**config.mk**
```make
export PLATFORM = sky130hd
export DESIGN_NAME = bus_rr_outstanding
export DESIGN_NICKNAME = d
export VERILOG_FILES = /design/src/rtl/bus_rr_outstanding.sv
export SDC_FILE = /design/constraint.sdc
export NUM_CORES = 1
export LEC_CHECK = 0
export CAP_MARGIN = 15
export CORE_AREA = 2 2 256 258
export CTS_CLUSTER_SIZE = 40
export DETAILED_ROUTE_END_ITERATION = 16
export DIE_AREA = 0 0 258 260
export MAX_ROUTING_LAYER = met4
export PLACE_DENSITY = 0.47
export SLEW_MARGIN = 20
export SYNTH_ARGS = -nofsm -noshare
export SYNTH_HDL_FRONTEND = slang
export SYNTH_SLANG_ARGS = --single-unit
```
**constraint.sdc**
```tcl
create_clock -name clk_i -period 4.07 [get_ports clk_i]
set_input_delay 1.0175 -clock clk_i [delete_from_list [all_inputs] [get_ports clk_i]]
set_output_delay 1.0175 -clock clk_i [all_outputs]
set_load 0.01 [all_outputs]
```
**src/rtl/bus_rr_outstanding.sv**
```systemverilog
// bus_rr_outstanding
//   Connects NrHosts masters to NrDevices address-mapped slaves. Each device
//   has its own arbiter (fixed priority or round-robin) and an ordering FIFO
//   of granted host IDs, so in-order device responses are routed back to the
//   right host. Hosts may keep up to MaxOutstanding requests in flight, all
//   to a single target at a time. Unmapped accesses are answered one cycle
//   after the grant by an internal error responder (ER).
//
// Ports
//   clk_i, rst_i            clock, asynchronous active-high reset
//   host_*                  per-host request/grant/response, host h at slice h
//   device_*                per-device forwarded request and in-order response
//   cfg_device_addr_base_i  base address per device
//   cfg_device_addr_mask_i  address mask per device
module bus_rr_outstanding #(
  parameter int NrHosts        = 3,
  parameter int NrDevices      = 2,
  parameter int DataWidth      = 32,
  parameter int AddressWidth   = 32,
  parameter int MaxOutstanding = 2,
  parameter int ArbMode        = 0
) (
  input  logic                              clk_i,
  input  logic                              rst_i,

  input  logic [NrHosts-1:0]                host_req_i,
  output logic [NrHosts-1:0]                host_gnt_o,
  input  logic [NrHosts*AddressWidth-1:0]   host_addr_i,
  input  logic [NrHosts-1:0]                host_we_i,
  input  logic [NrHosts*DataWidth/8-1:0]    host_be_i,
  input  logic [NrHosts*DataWidth-1:0]      host_wdata_i,
  output logic [NrHosts-1:0]                host_rvalid_o,
  output logic [NrHosts*DataWidth-1:0]      host_rdata_o,
  output logic [NrHosts-1:0]                host_err_o,

  output logic [NrDevices-1:0]              device_req_o,
  output logic [NrDevices*AddressWidth-1:0] device_addr_o,
  output logic [NrDevices-1:0]              device_we_o,
  output logic [NrDevices*DataWidth/8-1:0]  device_be_o,
  output logic [NrDevices*DataWidth-1:0]    device_wdata_o,
  input  logic [NrDevices-1:0]              device_rvalid_i,
  input  logic [NrDevices*DataWidth-1:0]    device_rdata_i,
  input  logic [NrDevices-1:0]              device_err_i,

  input  logic [NrDevices*AddressWidth-1:0] cfg_device_addr_base_i,
  input  logic [NrDevices*AddressWidth-1:0] cfg_device_addr_mask_i
);

  localparam int BeWidth = DataWidth / 8;
  localparam int HostW   = (NrHosts > 1) ? $clog2(NrHosts) : 1;
  localparam int TgtW    = $clog2(NrDevices + 1);
  localparam int CntW    = $clog2(MaxOutstanding + 1);
  localparam int PtrW    = (MaxOutstanding > 1) ? $clog2(MaxOutstanding) : 1;

  // Target index NrDevices stands for the error responder.
  localparam logic [TgtW-1:0] TgtEr = TgtW'(NrDevices);

  logic [TgtW-1:0]  tgt          [NrHosts];
  logic [NrHosts-1:0] eligible;
  logic [NrHosts-1:0] host_gnt;
  logic [NrHosts-1:0] host_rvalid;

  logic [CntW-1:0]  outstanding_q [NrHosts];
  logic [TgtW-1:0]  last_tgt_q    [NrHosts];
  logic [NrHosts-1:0] er_pending_q;

  logic [HostW-1:0] fifo_mem_q [NrDevices][MaxOutstanding];
  logic [PtrW-1:0]  fifo_wr_q  [NrDevices];
  logic [PtrW-1:0]  fifo_rd_q  [NrDevices];
  logic [CntW-1:0]  fifo_cnt_q [NrDevices];
  logic [HostW-1:0] rr_ptr_q   [NrDevices];
  // Set once a device has been granted since reset; responses to requests
  // issued before a reset are expected and silently dropped until then.
  logic [NrDevices-1:0] seen_grant_q;

  logic [NrDevices-1:0] dev_gnt;
  logic [HostW-1:0]     dev_winner [NrDevices];
  logic [NrDevices-1:0] dev_pop;
  logic [HostW-1:0]     dev_head   [NrDevices];

  function automatic logic [PtrW-1:0] ptr_inc(input logic [PtrW-1:0] p);
    return (p == PtrW'(MaxOutstanding - 1)) ? '0 : p + 1'b1;
  endfunction

  // Address decode: iterate downwards so the lowest matching device wins.
  always_comb begin
    for (int h = 0; h < NrHosts; h++) begin
      tgt[h] = TgtEr;
      for (int d = NrDevices - 1; d >= 0; d--) begin
        if ((host_addr_i[h*AddressWidth +: AddressWidth] &
             cfg_device_addr_mask_i[d*AddressWidth +: AddressWidth]) ==
            cfg_device_addr_base_i[d*AddressWidth +: AddressWidth]) begin
          tgt[h] = TgtW'(d);
        end
      end
    end
  end

  // A host with requests in flight may only continue to the same target,
  // otherwise responses from two devices could return out of order.
  always_comb begin
    for (int h = 0; h < NrHosts; h++) begin
      eligible[h] = !rst_i && host_req_i[h] &&
                    (outstanding_q[h] < CntW'(MaxOutstanding)) &&
                    ((outstanding_q[h] == '0) || (tgt[h] == last_tgt_q[h]));
    end
  end

  // Per-device arbitration and request forwarding. FIFO fullness is taken
  // from the registered count, i.e. before any pop in this cycle.
  always_comb begin
    logic [HostW-1:0] idx;
    idx            = '0;
    dev_gnt        = '0;
    host_gnt       = '0;
    device_req_o   = '0;
    device_addr_o  = '0;
    device_we_o    = '0;
    device_be_o    = '0;
    device_wdata_o = '0;
    for (int d = 0; d < NrDevices; d++) begin
      dev_winner[d] = '0;
      if (fifo_cnt_q[d] != CntW'(MaxOutstanding)) begin
        for (int i = 0; i < NrHosts; i++) begin
          if (ArbMode == 1) begin
            idx = HostW'((int'(rr_ptr_q[d]) + i) % NrHosts);
          end else begin
            idx = HostW'(i);
          end
          if (!dev_gnt[d] && eligible[idx] && (tgt[idx] == TgtW'(d))) begin
            dev_gnt[d]    = 1'b1;
            dev_winner[d] = idx;
          end
        end
      end
      if (dev_gnt[d]) begin
        host_gnt[dev_winner[d]] = 1'b1;
        device_req_o[d]         = 1'b1;
        device_addr_o[d*AddressWidth +: AddressWidth] =
          host_addr_i[dev_winner[d]*AddressWidth +: AddressWidth];
        device_we_o[d] = host_we_i[dev_winner[d]];
        device_be_o[d*BeWidth +: BeWidth] =
          host_be_i[dev_winner[d]*BeWidth +: BeWidth];
        device_wdata_o[d*DataWidth +: DataWidth] =
          host_wdata_i[dev_winner[d]*DataWidth +: DataWidth];
      end
    end
    // The error responder accepts every eligible unmapped request at once.
    for (int h = 0; h < NrHosts; h++) begin
      if (eligible[h] && (tgt[h] == TgtEr)) begin
        host_gnt[h] = 1'b1;
      end
    end
  end

  assign host_gnt_o = host_gnt;

  // Response routing: the FIFO head names the host that owns the response.
  always_comb begin
    host_rvalid  = '0;
    host_err_o   = '0;
    host_rdata_o = '0;
    dev_pop      = '0;
    for (int h = 0; h < NrHosts; h++) begin
      if (er_pending_q[h]) begin
        host_rvalid[h] = 1'b1;
        host_err_o[h]  = 1'b1;
      end
    end
    for (int d = 0; d < NrDevices; d++) begin
      dev_head[d] = fifo_mem_q[d][fifo_rd_q[d]];
      dev_pop[d]  = !rst_i && device_rvalid_i[d] && (fifo_cnt_q[d] != '0);
      if (dev_pop[d]) begin
        host_rvalid[dev_head[d]] = 1'b1;
        host_err_o[dev_head[d]]  = device_err_i[d];
        host_rdata_o[dev_head[d]*DataWidth +: DataWidth] =
          device_rdata_i[d*DataWidth +: DataWidth];
      end
    end
  end

  assign host_rvalid_o = host_rvalid;

  always_ff @(posedge clk_i or posedge rst_i) begin
    if (rst_i) begin
      er_pending_q <= '0;
      seen_grant_q <= '0;
      for (int h = 0; h < NrHosts; h++) begin
        outstanding_q[h] <= '0;
        last_tgt_q[h]    <= '0;
      end
      for (int d = 0; d < NrDevices; d++) begin
        fifo_wr_q[d]  <= '0;
        fifo_rd_q[d]  <= '0;
        fifo_cnt_q[d] <= '0;
        rr_ptr_q[d]   <= '0;
        for (int e = 0; e < MaxOutstanding; e++) begin
          fifo_mem_q[d][e] <= '0;
        end
      end
    end else begin
      for (int h = 0; h < NrHosts; h++) begin
        er_pending_q[h] <= host_gnt[h] && (tgt[h] == TgtEr);
        if (host_gnt[h]) begin
          last_tgt_q[h] <= tgt[h];
        end
        // Grant and response in the same cycle leave the count unchanged.
        if (host_gnt[h] && !host_rvalid[h]) begin
          if (outstanding_q[h] != CntW'(MaxOutstanding)) begin
            outstanding_q[h] <= outstanding_q[h] + 1'b1;
          end
        end else if (!host_gnt[h] && host_rvalid[h]) begin
          if (outstanding_q[h] != '0) begin
            outstanding_q[h] <= outstanding_q[h] - 1'b1;
          end
        end
      end
      for (int d = 0; d < NrDevices; d++) begin
        if (dev_gnt[d]) begin
          fifo_mem_q[d][fifo_wr_q[d]] <= dev_winner[d];
          fifo_wr_q[d]                <= ptr_inc(fifo_wr_q[d]);
          seen_grant_q[d]             <= 1'b1;
          if (ArbMode == 1) begin
            rr_ptr_q[d] <= (dev_winner[d] == HostW'(NrHosts - 1)) ?
                           '0 : dev_winner[d] + 1'b1;
          end
        end
        if (dev_pop[d]) begin
          fifo_rd_q[d] <= ptr_inc(fifo_rd_q[d]);
        end
        case ({dev_gnt[d], dev_pop[d]})
          2'b10:   fifo_cnt_q[d] <= fifo_cnt_q[d] + 1'b1;
          2'b01:   fifo_cnt_q[d] <= fifo_cnt_q[d] - 1'b1;
          default: fifo_cnt_q[d] <= fifo_cnt_q[d];
        endcase
      end
    end
  end

  // A response with nothing outstanding on that device points at a
  // misbehaving device model.
  for (genvar d = 0; d < NrDevices; d++) begin : g_rsp_chk
    a_rvalid_with_pending: assert property (@(posedge clk_i) disable iff (rst_i)
      !(device_rvalid_i[d] && seen_grant_q[d] && (fifo_cnt_q[d] == '0)));
  end

endmodule

```
======== Word-level counts from Yosys, hierarchy flattened ========
Index checks and enable logic that the tools add are counted.
operators by class
  $add $sub $neg .......................... 16
  order comparisons ....................... 29
  equal/unequal tests ..................... 27
  shifts and indexed selects .............. 10
  mux-type cells .......................... 131
  bitwise gates (word level) .............. 20
  reductions and logical operators ........ 77
operator list
  kind                                                                          number
  96-bit by 8-bit indexed part select with 32-bit output                        4
  32-bit bitwise AND                                                            6
  32-bit == test                                                                6
  96-bit 2-to-1 mux                                                             2
  32-bit by 34-bit variable shift with 96-bit output, first input constant      2
  32-bit by 34-bit indexed part select with 96-bit output                       2
  32-bit 2-to-1 mux                                                             4
  2-bit 2-to-1 mux                                                              52
  96-bit bitwise AND                                                            1
  96-bit bitwise mux                                                            1
  7-bit negator with 34-bit output                                              2
  1-bit logical AND                                                             41
  1-bit 2-to-1 mux                                                              38
  2-bit by 3-bit less-than comparator with 1-bit output, second input constant  10
  2-bit nonzero test                                                            13
  2-bit binary-select mux with 2-bit select                                     6
  12-bit by 5-bit indexed part select with 4-bit output                         2
  3-bit greater-or-equal comparator, second input constant                      6
  3-bit 2-to-1 mux                                                              6
  2-bit inverter with 3-bit output                                              6
  1-bit binary-select mux with 2-bit select                                     8
  2-bit zero test                                                               6
  1-bit zero test                                                               11
  2-bit by 1-bit adder with 2-bit output, second input constant                 5
  other kinds (21)                                                              70
word-level totals
  bits in registers ....................... 31
  output and inout port bits .............. 245
  logic and storage cells ................. 327

======== Logic depth before layout (Yosys ltp) ========
  depth after elaboration ................. 34
  gate-level depth with buffers ........... 13

======== Worst setup path before layout ========
No wires, ideal clock.
  path kind ............................... in2out
  from .................................... input port rst_i
  to ...................................... output port host_rdata_o[10]
  arrival time ............................ 3.312 ns
  setup slack ............................. -0.259 ns
  stages .................................. 7
  cells stage by stage .................... inv_1 o211a_1 clkbuf_1 nand2_1 nor4_1 clkbuf_1 a22o_1
RTL lines
  element                           RTL line  text
  start, declared                   24        input logic rst_i,
  1-bit zero test (no source line)  -
  1-bit logical AND (2 in series)   172       dev_pop[d] = !rst_i && device_rvalid_i[d] && (fifo_cnt_q[d] != '0);
  via dev_pop[1]                    78        logic [NrDevices-1:0] dev_pop;
  96-bit 2-to-1 mux                 173       if (dev_pop[d]) begin
  end, declared                     33        output logic [NrHosts*DataWidth-1:0] host_rdata_o,
The timed path passes the listed nets, and every way through them passes these cells.

======== Final worst setup path ========
  from .................................... input port cfg_device_addr_base_i[59]
  to ...................................... output port device_addr_o[63]
between the ends
  word-level cells in the longest chain between the ends .. 23
ends and longest elaborated chain
  element                                                 RTL line  text
  start, declared                                         45        input logic [NrDevices*AddressWidth-1:0] cfg_device_addr_base_i,
  32-bit == test                                          91        cfg_device_addr_mask_i[d*AddressWidth +: AddressWidth]) ==
  2-bit 2-to-1 mux (2 in series)                          90        if ((host_addr_i[h*AddressWidth +: AddressWidth] &
  2-bit == test                                           105       ((outstanding_q[h] == '0) || (tgt[h] == last_tgt_q[h]));
  1-bit logical OR                                        105
  1-bit logical AND                                       104       (outstanding_q[h] < CntW'(MaxOutstanding)) &&
  1-bit binary-select mux with 2-bit select               130       if (!dev_gnt[d] && eligible[idx] && (tgt[idx] == TgtW'(d))) begin
  1-bit 2-to-1 mux (implied by the code)                  130
  1-bit logical AND                                       130
  [... 5 more ...]                                        -
  1-bit 2-to-1 mux                                        130
  1-bit 2-to-1 mux                                        123       if (fifo_cnt_q[d] != CntW'(MaxOutstanding)) begin
  1-bit zero test                                         130
  1-bit logical AND (2 in series)                         130
  2-bit 2-to-1 mux                                        130
  2-bit 2-to-1 mux                                        123
  96-bit by 8-bit indexed part select with 32-bit output  140       host_addr_i[dev_winner[d]*AddressWidth +: AddressWidth];
  32-bit 2-to-1 mux *                                     136       if (dev_gnt[d]) begin
  end, declared                                           37        output logic [NrDevices*AddressWidth-1:0] device_addr_o,
Every way passes the cells marked *; elsewhere a longest branch is shown, timed or not. The select of a mux whose other input is x is not followed.

==> metrics.csv <==
stage;metric;value;unit
route;vias_per_cell;5.02;
global_routing;grt_max_degree;33;
worst_setup_path;start_kind;primary input;
route;wl_per_cell;26.8;um
sta;setup_ws;-1.00;ns
finish;final_util;37.6;%
sta;worstMarginPinSlew;0.606;ns
worst_setup_path;worstPathRequired;3.05;ns
route;vias;16360;
worst_setup_path;crit_type;primary input to primary output;
power_and_ir_drop;p_leak;12.0;nW
floorplanning;rows;93;
sta;setup_viol;154;
yosys;synth-xor-area-share;1.21;%
sta;hold_viol;0;
clock_network;clockRootBuffer;clkbuf_16;
place;numPortBuffers;652;
yosys;seq_area_frac_synth;8.22;%
finish;layout_common_cells;333 x buf_4, 205 x clkdlybuf4s50_1, 190 x buf_6;
floorplanning;core-area;64100;um^2
floorplanning;die_area;67100;um^2
finish;fillers;6559;
finish;nets;2794;
sta;relSlewSlack;59.0;%
yosys;synth_fa_ha_area_share;2.25;%
global_routing;antenna_found_initial;38;
global_routing;grt_pass1_wl;119000;um
route;ant_nets;0;
yosys;syn-cell-area;9440;um^2
yosys;ys_async_sr_fraction;100;%
finish;final_cell_area;24100;um^2
yosys;yosysWarnings;0;
clock_network;cts_max_path_buffers;2;
place;dp.cells;3023;
power_and_ir_drop;pwr_density_cell;89.2;nW/um^2
sta;max_freq;197;MHz
route;routed_wl;87200;um
yosys;yosys-mux-area-fraction;8.18;%
floorplanning;start_util;14.7;%
clock_network;cts_buffers;5;
place;dpl.hpwl;63600;um
clock_network;clk_latency;0.28;ns
yosys;synth_cell_type_count;55;
power_and_ir_drop;ir_drop;0.119;mV
sta;rsz0062_at_grt;true;
run;maxCapViolCount;0;
place;place_ws;-2.05;ns
floorplanning;dieWidth;258;um
yosys;syn_nets;1675;
global_routing;gr-usage-all-layers;24.9;%
yosys;synth_area_per_cell;7.55;um^2
finish;area_growth;155;%
place;placed_area;19700;um^2
finish;fin_cells;3256;
route;drt_iter0_drc;984;
route;drc;0;
floorplanning;die-height;260;um
run_status;violations;negative setup slack;
sta;fin_skew;0.00480;ns
run_status;status;finished with violations;
worst_hold_path;hp-class;flip-flop to flip-flop;
yosys;synth-seq-cells;31;
yosys;yosys.area_share.simple;20.4;%
yosys;synth_edf_count;0;
yosys;synth_compound_gate_area_share;54.2;%
clock_network;clkTransAtPathRegs;0.05;ns
floorplanning;io_pins;653;
yosys;synth_top_family_by_area;compound AO/OA/AOI/OAI gates;
sta;hold_ws;0.515;ns
worst_setup_path;crit_arrival;4.05;ns
sta;final-max-slew-violation-count;0;
global_routing;grt_pass1_vias;16624;
yosys;synthFlopType;dfrtp_1;
sta;finalCritPeriodShare;125;%
clock_network;cts_tree;built;
finish;drive_above_1_share;50.8;%
global_routing;overflow;0;
worst_setup_path;worstPathMaxFanout;5;
place;globalplace.congestion;0.965;
clock_network;cts_sinks;31;
finish;mostFrequentLayoutCell;buf_4;
yosys;postSynthCellCount;1250;
route;drt-pass1-iter-count;5;
sta;layout_min_cycle_time;5.07;ns
worst_setup_path;endpoint_kind;primary output;
clock_network;htreeDepth;2;
-- final timing paths --
check | start | end | slack [ns] | depth (start not counted)
setup / recovery | cfg_device_addr_base_i[59] | device_addr_o[63] | -1.0 | 19
hold / removal | fifo_mem_q[5]$_DFFE_PP0P_ | fifo_mem_q[5]$_DFFE_PP0P_ | 0.51 | 1
setup reg to reg | outstanding_q[3]$_DFFE_PP0P_ | fifo_cnt_q[1]$_DFFE_PP0P_ | 0.98 | 16
hold reg to reg | fifo_mem_q[5]$_DFFE_PP0P_ | fifo_mem_q[5]$_DFFE_PP0P_ | 0.51 | 1
max in group asynchronous | rst_i | fifo_rd_q[1]$_DFFE_PP0P_ | 2.77 | 4
min in group asynchronous | rst_i | outstanding_q[5]$_DFFE_PP0P_ | 0.78 | 3
-- where the power goes --
group          switching (W)  total, W  internal [W]  leakage, nW
logic               0.000643   0.00136      0.000713         11.5
registers          0.0000313  0.000357      0.000325        0.398
clock network       0.000131  0.000435      0.000304       0.0870
-- stage by stage --
stage	TNS, ns	total power, W
after CTS	-127.67	0.00209
after floorplan	-0.178	0.000637
after detailed placement	-327.60	0.00160
final	-119.24	0.00215
after global routing	-137.50	0.00226
after global placement	-318.61	0.00158
-- repair_timing --
item | in CTS | in global routing
pin swaps | 168 | 143
setup buffers | 132 | 46
resized for setup | 1639 | 477
hold buffers | 0 | 0
cloned | 39 | 6
endpoints found under the setup margin | 262 | 220
-- registers in the layout (all words and copies together), names as in the netlist --
signal,count
fifo_mem_q,8
outstanding_q,6
er_pending_q,3
fifo_cnt_q,4
fifo_rd_q,2
last_tgt_q,6
fifo_wr_q,2
-- Yosys cell counts, types with 23 or more instances --
library cell  instances  area (um^2)
a211oi_1             49          368
a21boi_0             50          375
a21o_1              120          901
a21oi_1             172          861
a22o_1              100          876
and3_1               99          619
and3b_1              48          420
buf_2                28          140
clkbuf_1             32          120
dfrtp_1              31          776
mux2i_1              76          761
nand2_1              24         90.1
nand3_1              50          250
nand4_1              25          156
o21ai_0              59          295
o21ai_1              23          115
o221a_2              59          664
o22a_1               48          420
-- cell families after synthesis --
family | Yosys count
mux | 77
buf+inv | 103
fa+ha+maj | 17
simple gates | 305
flops | 31
compound gates | 704
xor+xnor | 13
-- metal layers --
metal | vias up | track usage (%) | part of all wire (%)
li1 | 7430 | - | -
met1 | 8101 | 27.6 | 39
met2 | 702 | 44.5 | 51
met3 | 127 | 5.83 | 7.1
met4 | 0 | 7.06 | 2.8
met5 | - | - | 0
-- layout make-up --
class,count,area (um^2),share of cell area [%]
Antenna cell,31,77.6,0.322
Timing Repair Buffer,1194,11700,48.8
Clock buffer,6,139,0.577
Tap cell,855,1070,4.44
Sequential cell,31,776,3.22
Inverter,21,85.1,0.353
Clock inverter,2,35.0,0.145
Multi-Input combinational cell,1116,10200,42.2
-- worst max-delay path, stage by stage --
cell             delay (ns)
clkdlybuf4s15_1        0.24
buf_4                  0.18
a21oi_4                0.13
buf_6                  0.14
o22a_1                 0.14
nand4_1                0.12
nor4_2                 0.38
buf_4                  0.20
nand4b_1               0.11
buf_6                  0.15
buf_4                  0.13
a31oi_4                0.19
buf_6                  0.13
buf_12                 0.14
buf_12                 0.11
buf_12                 0.13
o21ai_2                0.06
a21oi_1                0.12
buf_4                  0.19
Power figures use the tool's default switching activity.
